[src/rtl/bank_pkg.sv]
// Shared definitions for the bank host responder: opcodes, status codes,
// responder FSM states and the PIN failure limit used by the optional lockout.
package bank_pkg;

    localparam int MAX_FAILS  = 3;
    localparam int FAIL_WIDTH = 2;

    typedef enum logic [1:0] {
        OP_AUTH     = 2'b00,
        OP_BALANCE  = 2'b01,
        OP_DEPOSIT  = 2'b10,
        OP_WITHDRAW = 2'b11
    } op_e;

    typedef enum logic [2:0] {
        ST_OK       = 3'b000,
        ST_BAD_PSW  = 3'b001,
        ST_NO_FUNDS = 3'b010,
        ST_OVERFLOW = 3'b011,
        ST_LOCKED   = 3'b100
    } status_e;

    typedef enum logic [1:0] {
        S_IDLE,
        S_LOOKUP,
        S_EXEC,
        S_RESP
    } state_e;

endpackage

[src/rtl/account_store.sv]
// Per-card account storage (balance, PIN, failure count) with one registered
// read port and one write port. Failure counters exist only with LOCKOUT_EN.
module account_store
    import bank_pkg::*;
#(
    parameter int password_width = 4,
    parameter int balance_width  = 20,
    parameter int card_width     = 3,
    parameter int init_balance   = 1000
) (
    input  logic                      clk,
    input  logic                      rst,
    input  logic                      rd_en,
    input  logic [card_width-1:0]     rd_card,
    output logic [balance_width-1:0]  rd_balance,
    output logic [password_width-1:0] rd_password,
`ifdef LOCKOUT_EN
    output logic [FAIL_WIDTH-1:0]     rd_fails,
    input  logic [FAIL_WIDTH-1:0]     wr_fails,
`endif
    input  logic                      wr_en,
    input  logic [card_width-1:0]     wr_card,
    input  logic [balance_width-1:0]  wr_balance
);

    localparam int ACCOUNTS = 1 << card_width;

    logic [balance_width-1:0]  balance_mem  [ACCOUNTS];
    logic [password_width-1:0] password_mem [ACCOUNTS];
`ifdef LOCKOUT_EN
    logic [FAIL_WIDTH-1:0]     fails_mem    [ACCOUNTS];
`endif

    // Contents must be reloaded by reset, so storage is registers, not RAM.
    always_ff @(posedge clk or negedge rst) begin
        if (!rst) begin
            for (int i = 0; i < ACCOUNTS; i++) begin
                balance_mem[i]  <= balance_width'(init_balance);
                password_mem[i] <= password_width'(i + 1);
`ifdef LOCKOUT_EN
                fails_mem[i]    <= '0;
`endif
            end
        end else if (wr_en) begin
            balance_mem[wr_card] <= wr_balance;
`ifdef LOCKOUT_EN
            fails_mem[wr_card]   <= wr_fails;
`endif
        end
    end

    always_ff @(posedge clk or negedge rst) begin
        if (!rst) begin
            rd_balance  <= '0;
            rd_password <= '0;
`ifdef LOCKOUT_EN
            rd_fails    <= '0;
`endif
        end else if (rd_en) begin
            rd_balance  <= balance_mem[rd_card];
            rd_password <= password_mem[rd_card];
`ifdef LOCKOUT_EN
            rd_fails    <= fails_mem[rd_card];
`endif
        end
    end

endmodule

[src/rtl/bank_host_responder.sv]
// ATM request responder: IDLE -> LOOKUP -> EXEC -> RESP per request.
// Define LOCKOUT_EN to lock a card after MAX_FAILS consecutive bad PINs.
module bank_host_responder
    import bank_pkg::*;
#(
    parameter int password_width = 4,
    parameter int balance_width  = 20,
    parameter int card_width     = 3,
    parameter int init_balance   = 1000
) (
    input  logic                      clk,
    input  logic                      rst,
    input  logic                      req_valid,
    output logic                      req_ready,
    input  logic [1:0]                req_op,
    input  logic [card_width-1:0]     req_card,
    input  logic [password_width-1:0] req_password,
    input  logic [balance_width-1:0]  req_value,
    output logic                      resp_valid,
    input  logic                      resp_ready,
    output logic [2:0]                resp_status,
    output logic [balance_width-1:0]  resp_balance
);

    state_e                    state_reg, state_next;
    op_e                       op_reg;
    logic [card_width-1:0]     card_reg;
    logic [password_width-1:0] password_reg;
    logic [balance_width-1:0]  value_reg;
    logic [2:0]                resp_status_reg;
    logic [balance_width-1:0]  resp_balance_reg;

    logic                      rd_en, wr_en, write_needed, locked;
    logic [balance_width-1:0]  rd_balance, exec_balance;
    logic [password_width-1:0] rd_password;
    logic [balance_width:0]    sum;
    status_e                   exec_status;
`ifdef LOCKOUT_EN
    logic [FAIL_WIDTH-1:0]     rd_fails, exec_fails;
`endif

    account_store #(
        .password_width (password_width),
        .balance_width  (balance_width),
        .card_width     (card_width),
        .init_balance   (init_balance)
    ) u_store (
        .clk         (clk),
        .rst         (rst),
        .rd_en       (rd_en),
        .rd_card     (card_reg),
        .rd_balance  (rd_balance),
        .rd_password (rd_password),
`ifdef LOCKOUT_EN
        .rd_fails    (rd_fails),
        .wr_fails    (exec_fails),
`endif
        .wr_en       (wr_en),
        .wr_card     (card_reg),
        .wr_balance  (exec_balance)
    );

    // Operation result, valid while in EXEC (read data arrived from LOOKUP).
    always_comb begin
        sum          = {1'b0, rd_balance} + {1'b0, value_reg};
        exec_status  = ST_OK;
        exec_balance = rd_balance;
        locked       = 1'b0;
`ifdef LOCKOUT_EN
        exec_fails   = rd_fails;
        locked       = (rd_fails == FAIL_WIDTH'(MAX_FAILS));
`endif
        if (locked) begin
            exec_status = ST_LOCKED;
        end else if (password_reg != rd_password) begin
            exec_status = ST_BAD_PSW;
`ifdef LOCKOUT_EN
            exec_fails  = rd_fails + 1'b1;
`endif
        end else begin
`ifdef LOCKOUT_EN
            exec_fails = '0;
`endif
            case (op_reg)
                OP_DEPOSIT: begin
                    if (sum[balance_width]) exec_status = ST_OVERFLOW;
                    else                    exec_balance = sum[balance_width-1:0];
                end
                OP_WITHDRAW: begin
                    if (value_reg > rd_balance) exec_status = ST_NO_FUNDS;
                    else                        exec_balance = rd_balance - value_reg;
                end
                default: ;
            endcase
        end
        write_needed = (exec_balance != rd_balance);
`ifdef LOCKOUT_EN
        write_needed = write_needed || (exec_fails != rd_fails);
`endif
    end

    always_comb begin
        state_next = state_reg;
        rd_en      = 1'b0;
        wr_en      = 1'b0;
        case (state_reg)
            S_IDLE:   if (req_valid) state_next = S_LOOKUP;
            S_LOOKUP: begin
                rd_en      = 1'b1;
                state_next = S_EXEC;
            end
            S_EXEC: begin
                wr_en      = write_needed;
                state_next = S_RESP;
            end
            S_RESP:   if (resp_ready) state_next = S_IDLE;
            default:  state_next = S_IDLE;
        endcase
    end

    always_ff @(posedge clk or negedge rst) begin
        if (!rst) state_reg <= S_IDLE;
        else      state_reg <= state_next;
    end

    always_ff @(posedge clk or negedge rst) begin
        if (!rst) begin
            op_reg           <= OP_AUTH;
            card_reg         <= '0;
            password_reg     <= '0;
            value_reg        <= '0;
            resp_status_reg  <= '0;
            resp_balance_reg <= '0;
        end else begin
            if (state_reg == S_IDLE && req_valid) begin
                op_reg       <= op_e'(req_op);
                card_reg     <= req_card;
                password_reg <= req_password;
                value_reg    <= req_value;
            end
            if (state_reg == S_EXEC) begin
                resp_status_reg  <= exec_status;
                resp_balance_reg <= exec_balance;
            end
        end
    end

    assign req_ready    = (state_reg == S_IDLE);
    assign resp_valid   = (state_reg == S_RESP);
    assign resp_status  = resp_status_reg;
    assign resp_balance = resp_balance_reg;

endmodule

[config.mk]
export PLATFORM = sky130hd
export DESIGN_NAME = bank_host_responder
export DESIGN_NICKNAME = d
export VERILOG_FILES = /design/src/rtl/bank_pkg.sv /design/src/rtl/account_store.sv /design/src/rtl/bank_host_responder.sv
export SDC_FILE = /design/constraint.sdc
export NUM_CORES = 1
export LEC_CHECK = 0
export CAP_MARGIN = 30
export CORE_UTILIZATION = 50
export DETAILED_ROUTE_END_ITERATION = 6
export PLACE_DENSITY = 0.78
export SLEW_MARGIN = 20
export SYNTH_ARGS = -nofsm -noshare
export SYNTH_HDL_FRONTEND = slang
export SYNTH_SLANG_ARGS = --single-unit
export TNS_END_PERCENT = 20
[constraint.sdc]
create_clock -name clk -period 5.9 [get_ports clk]
set_clock_uncertainty 0.2 [all_clocks]
set_input_delay 1.475 -clock clk [delete_from_list [all_inputs] [get_ports clk]]
set_output_delay 1.475 -clock clk [all_outputs]
set_load 0.005 [all_outputs]
# --- Word-level counts from Yosys, hierarchy flattened ---
# Index checks and enable logic that the tools add are counted.
classes:
  n_addsub: 2
  n_eq_ne: 9
  div_mod_pow: 0
  reduce_logical: 4
  muxes: 22
  multipliers: 0
  shifts: 0
  n_bitwise: 1
  order_cmp: 3
op_table:
  columns: ["op", "n"]
  rows:
  - ["$bwmux W160", 1]
  - ["$mux W20", 6]
  - ["$bmux W20 S3", 1]
  - ["$demux W20 S3", 1]
  - ["$pmux W20 S2", 1]
  - ["$add A20 B20 Y21", 1]
  - ["$gt A20 B20 Y1", 1]
  - ["$ne A20 B20 Y1", 1]
  - ["$sub A20 B20 Y20", 1]
  - ["$bmux W4 S3", 1]
  - ["$eq A2 B2 Y1 const B", 4]
  - ["$mux W2", 4]
  - ["$mux W4", 2]
  - ["$pmux W2 S4", 1]
  - ["$ge A4 B4 Y1 const B", 1]
  - ["$lt A4 B1 Y1 const B", 1]
  - ["$ne A4 B4 Y1", 1]
  - ["$not A3 Y4", 1]
  - ["$pmux W2 S2", 1]
  - ["$mux W3", 1]
  - ["$eq A2 B1 Y1 const B", 1]
  - ["$logic_and A1 B1 Y1", 2]
  - ["$logic_not A2 Y1", 1]
  - ["$mux W1", 2]
  - ["other kinds (3)", 3]
totals:
  mem_bits_rw: 0
  mem_bits_ro: 0
  inputBits: 33
  reg_bits: 238
  out_inout_bits: 25
  latchBits: 0
  n_memories: 0
  word_cells: 58

# --- Longest topological paths before layout ---
logic_depth:
  depth_word: 6
  depth_mapped: 18
  mapped_depth_nobuf: 15

# --- Cells and area by module ---
# A second synthesis with hierarchy kept.
hier_totals:
  cells_unflattened: 1209
  area_unflattened_um2: 13556.8
modules_own_cells:
  columns: ["mod", "cells_each", "seq_area_each_um2", "area_per_inst_um2", "instances"]
  rows:
  - ["account_store", 579, 4564.4, 8220.4, 1]
  - ["bank_host_responder", 630, 1326.3, 5336.4, 1]

# --- Least setup slack after synthesis ---
# No wires, ideal clock.
synth_timing:
  kind: "register -> register"
  startpoint: "reg u_store.rd_balance[0]"
  endpoint: "reg u_store.balance_mem[0] in the netlist's numbering"
  path_stages_with_launch: 18
  t_arrival_ps: 4240
  path_slack_ps: 1335
  setup_time_ps: 125
  synth_period_minus_slack_ps: 4565
  n_path_buf: 2
  required_ps: 5575
  path_cell_list: "dfrtp_1 -> ha_1 -> inv_1 -> fa_1 -> o21ba_1 -> or4_4 -> a211oi_2 -> a21oi_2 -> buf_6 -> o21a_4 -> a221oi_1 -> o21ba_1 -> and2_4 -> a2111oi_4 -> nand4_4 -> o2111ai_2 -> buf_6 -> mux2_4"
synth_via:
  elab_chain_cells: 6
  elab_cells_between_ends: 10
  cone_classes: "add/sub: 2; order compare: 1; eq/ne: 1; mux: 6"
synth_rtl:
  columns: ["item", "line_no", "rtl"]
  rows:
  - ["start, declared", "account_store.sv:15", "output logic [balance_width-1:0] rd_balance,"]
  - ["start signal, assigned", "account_store.sv:60", "rd_balance <= balance_mem[rd_card];"]
  - ["$sub A20 B20 Y20 (tied with other cells)", "bank_host_responder.sv:91", "else exec_balance = rd_balance - value_reg;"]
  - ["$mux W20, on equally long branches", "bank_host_responder.sv:90, bank_host_responder.sv:86", null]
  - ["$pmux W20 S2", "bank_host_responder.sv:84", "case (op_reg)"]
  - ["$mux W20", "bank_host_responder.sv:75", "end else if (password_reg != rd_password) begin"]
  - ["$ne A20 B20 Y1", "bank_host_responder.sv:96", "write_needed = (exec_balance != rd_balance);"]
  - ["$mux W1", "bank_host_responder.sv:106", "case (state_reg)"]
  - ["end signal, assigned by index", "account_store.sv:38", "balance_mem[i] <= balance_width'(init_balance);"]
  - ["end signal, assigned by index", "account_store.sv:45", "balance_mem[wr_card] <= wr_balance;"]
  - ["end, declared", "account_store.sv:28", "logic [balance_width-1:0] balance_mem [ACCOUNTS];"]
# Several ways; a longest one is shown, not always the timed one.
# A chain may end at the register's enable or synchronous reset.

# --- Worst setup path in the final report ---
layout_timing:
  startpoint: "reg value_reg[5]"
  endpoint: "reg u_store.balance_mem[56] in the netlist's numbering"
layout_via:
  elab_chain_cells: 6
  elab_cells_between_ends: 10
  cone_classes: "add/sub: 2; order compare: 1; eq/ne: 1; mux: 6"
layout_rtl:
  columns: ["item", "line_no", "rtl"]
  rows:
  - ["start, declared", "bank_host_responder.sv:29", "logic [balance_width-1:0] value_reg;"]
  - ["start signal, assigned", "bank_host_responder.sv:139", "value_reg <= req_value;"]
  - ["$add A20 B20 Y21 (tied with other cells)", "bank_host_responder.sv:65", "sum = {1'b0, rd_balance} + {1'b0, value_reg};"]
  - ["$mux W20, on equally long branches", "bank_host_responder.sv:86, bank_host_responder.sv:90", null]
  - ["$pmux W20 S2 *", "bank_host_responder.sv:84", null]
  - ["$mux W20 *", "bank_host_responder.sv:75", null]
  - ["$ne A20 B20 Y1", "bank_host_responder.sv:96", null]
  - ["$mux W1", "bank_host_responder.sv:106", null]
# Mark *: on every way between the ends. The rest lies on a longest branch, timed or not.

==> impl_results.md <==
* Placed insts at 1649
* DP HPWL at 27200 um
* Number of setup buffers added after CTS at 0
* Crit-path max cell delay at between 0.5 and 0.6 ns
* CP max-delay cell: a221oi_1
* Maximum capacitance violations at 0
* Outcome: finished, final reports clean
* Top-count cell post-synth: dfrtp_1
* CTS H-Tree Depth at 1
* Antenna violations before repair at 0
* Rel. slew slack at 33.7%
* Largest area contributor in the netlist: dfrtp_1
* Core area at 27100 um^2
* Total track usage at roughly 28%
* DRC violations left at 0
* GRT overflow at 0
* Fin cells at 1697
* Syn Inst Count at 1218
* WP buf/inv at 3
* Die span in x at roughly 170 um
* Sequential Power Share at 27.0%
* Final min period at 5.58 ns
* Post-synth EDFFs at 0
* Via count at 10600
* Peak supply drop at 0.000514 V
* Fraction of synthesis flops using an asynchronous set or reset pin at 100%
* Ys Warns at 32
* Clk Latency, worst-skew pair at about 0.57 ns
* Final period utilization at 94.6%
* Routed vias/inst at around 6.2
* Fillers at 2149
* TritonCTS Buffers at 26
* Yosys top cell area share at 33.3%
* Synth top cells by count: dfrtp_1, mux2_4, a21oi_1, nor2_1, mux2_2
* Nets at approximately 1400
* Yosys cell types at 85
* Most flop-heavy register: u_store.balance_mem
* Type of the most critical hold path: flop to flop
* Die Footprint at 28500 um^2
* Routed len/inst at 22.9 um
* Sw Share at roughly 45%
* Top Ports at 58
* RSZ-0062 raised after global routing: false
* Slew @ Worst Pin at 0.991 ns
* Post-cts sizing count at 0
* Clock network fraction of design power at 14.5%
* Top sig layer: met4
* PortBufs at 56
* WL met3 at 2600 um
* Final hold viol count at 0
* F_max at 179 MHz
* Syn_nets at 1297
* Crit-path leading delay family: compound AO/OA/AOI/OAI gates
* Cell Area, Synth at around 14000 um^2
* Share of cells above drive strength 1 at ~29%
* Root Driver: clkbuf_16
* Post-synthesis sequential area ratio at approximately 42%
* Largest cells by area after synthesis: dfrtp_1, mux2_4, dfstp_2
* GPL Wtd Cong at roughly 1.0
* Max Buffers Root-to-Sink at 3
* Logic pwr share at 58.5%
* Most used cell, CP: inv_1
* Critical path required time at 6.14 ns
* Vert. Die Dim at 169 um
* Crit path max fanout at 11
* Ant diodes at 0
* Hold buffer count at cts at 0
* Routed Wire Length at 38900 um
* PwrDens at 691 nW/um^2
* Vias in the first global route at 10900
* Most used flip-flop cell after synthesis: dfrtp_1
* Post-route ant nets at 0
* Met2 Wirelength at ~18000 um
* CP arrival at between 5 and 6 ns
* Count of final setup violators at 0
* Met1 WL at about 17000 um
* Cell internal pwr at 6.11 mW
* TritonRoute pass-1 iters at 5
* CP Capture Type: flop
* CTS tree: built
* P&R area growth vs syn at 16.2%
* Initial Util at 51.4%
* P_leak at roughly 7.4 nW
* Critical path, cell by cell: inv_1 > ha_1 > inv_1 > a221oi_1 > a211oi_4 > a21oi_4 > o21a_2 > a22oi_1 > nor2_1 > o22ai_1 > a2111oi_4 > nand4_4 > o2111ai_2 > buf_4 > mux2_1
* Clock Pin Slew Worst Setup and Hold Paths at 0.06 ns
* First-pass GRT wire length at 62700 um
* Psw at roughly 5 mW
* Final TNS setup at 0 ns
* Post-Syn Area per Cell at between 10 and 15 um^2
* Largest net degree at the start of global routing at 99
* Sinks on Clock Net at between 200 and 250
* WS Path Type: flop to flop
* Synth Register Bits at 233
* Iteration-0 DRC Markers at 1084
* Max-slew violations at 0
* # rows at 60
* Max reg flops at 160
* Nature of the critical path startpoint: flop
==> layout by cell type (no fill, tap or decap), types with 7 or more instances in the layout <==
| master | n |
|---|---|
| a22o_1 | 17 |
| buf_4 | 65 |
| a221o_1 | 11 |
| buf_12 | 10 |
| ha_1 | 43 |
| o211ai_1 | 11 |
| o2111ai_1 | 9 |
| dfstp_2 | 48 |
| nand4_1 | 8 |
| a31oi_1 | 17 |
| nor2_1 | 94 |
| clkbuf_16 | 26 |
| mux2_4 | 120 |
| inv_1 | 52 |
| a211oi_1 | 7 |
| a21o_1 | 7 |
| a21oi_1 | 107 |
| nand3_1 | 16 |
| o22ai_1 | 11 |
| a22oi_1 | 8 |
| clkdlybuf4s50_1 | 55 |
| mux2i_1 | 17 |
| nand2_1 | 47 |
| nor3_1 | 9 |
| o21ai_0 | 35 |
| mux4_2 | 8 |
| mux2_2 | 65 |
| a221oi_1 | 15 |
| nor2b_1 | 15 |
| dfrtp_1 | 183 |
| mux2_1 | 40 |
==> power by group through the flow <==
stage                     Combinational [mW]  Clock, mW  Sequential (mW)
after floorplan                         4.46          0             2.77
after global placement                  6.27          0             2.97
after detailed placement                6.36          0             3.01
after CTS                               6.41       1.65             3.00
after global routing                    7.05       1.71             3.10
final                                   6.54       1.62             3.02
==> cell families (layout without fill, tap and decap cells) <==
| logic type | Yosys count | count (layout) | share of synthesized area (%) |
|---|---|---|---|
| adders and majority gates | 46 | 46 | 4.24 |
| and+or+nand+nor | 229 | 229 | 8.01 |
| xor gates and xnor gates | 4 | 4 | 0.252 |
| other | 1 | 1 | 0.0269 |
| DFF | 233 | 233 | 42.3 |
| muxes | 250 | 250 | 24.0 |
| AOI/OAI and AO/OA | 330 | 330 | 16.8 |
| buffers and inverters | 125 | 232 | 4.44 |
==> stage by stage <==
stage          hold slack (ns)  area [um^2]  power (mW)  setup WS [ns]  util (%)
6_report                 0.290        16200        11.2          0.319      59.7
5_1_grt                  0.298        16200        11.9         0.0891      59.7
4_1_cts                  0.293        16200        11.1         0.0121      59.6
3_5_place_dp             0.275        15300        9.37         0.0679      56.4
3_3_place_gp             0.269        15300        9.24          0.125      56.4
2_1_floorplan            0.259        13900        7.23           1.34         -
==> worst paths after layout <==
kind	depth (start not counted)	endpoint	startpoint	slack [ns]
min in group asynchronous	1	value_reg[15]$_DFFE_PN0P_	rst	0.73
max in group asynchronous	2	value_reg[0]$_DFFE_PN0P_	rst	3.58
max reg2reg	15	u_store.balance_mem[56]$_DFFE_PN0P_	value_reg[5]$_DFFE_PN0P_	0.32
max	15	u_store.balance_mem[56]$_DFFE_PN0P_	value_reg[5]$_DFFE_PN0P_	0.32
min reg2reg	1	u_store.balance_mem[57]$_DFFE_PN0P_	u_store.balance_mem[57]$_DFFE_PN0P_	0.29
min	1	u_store.balance_mem[57]$_DFFE_PN0P_	u_store.balance_mem[57]$_DFFE_PN0P_	0.29
==> final cells by class <==
class,instances,area (um^2),share of cell area [%]
multi-input cells,860,7500,46.4
flip-flops and latches,233,5890,36.4
repair buffers,131,1250,7.75
clock buffers,32,683,4.22
well taps,372,465,2.88
inverters,53,199,1.23
clock inverters,16,185,1.14
==> worst reg2reg max path: stages, from the launching register on <==
cell and delay, ns:
dfrtp_1 0.41, inv_1 0.06, ha_1 0.50, inv_1 0.24, a221oi_1 0.59, a211oi_4 0.19
a21oi_4 0.41, o21a_2 0.38, a22oi_1 0.12, nor2_1 0.38, o22ai_1 0.28, a2111oi_4 0.46
nand4_4 0.31, o2111ai_2 0.34, buf_4 0.26, mux2_1 0.35
==> per-layer routing <==
layer | vias up | GRT usage [%]
met5 | - | 0
met4 | 0 | 9.72
li1 | 4702 | -
met2 | 431 | 44.7
met3 | 108 | 4.23
met1 | 5347 | 39.2
No activity file was read; power rests on OpenSTA's default activity.
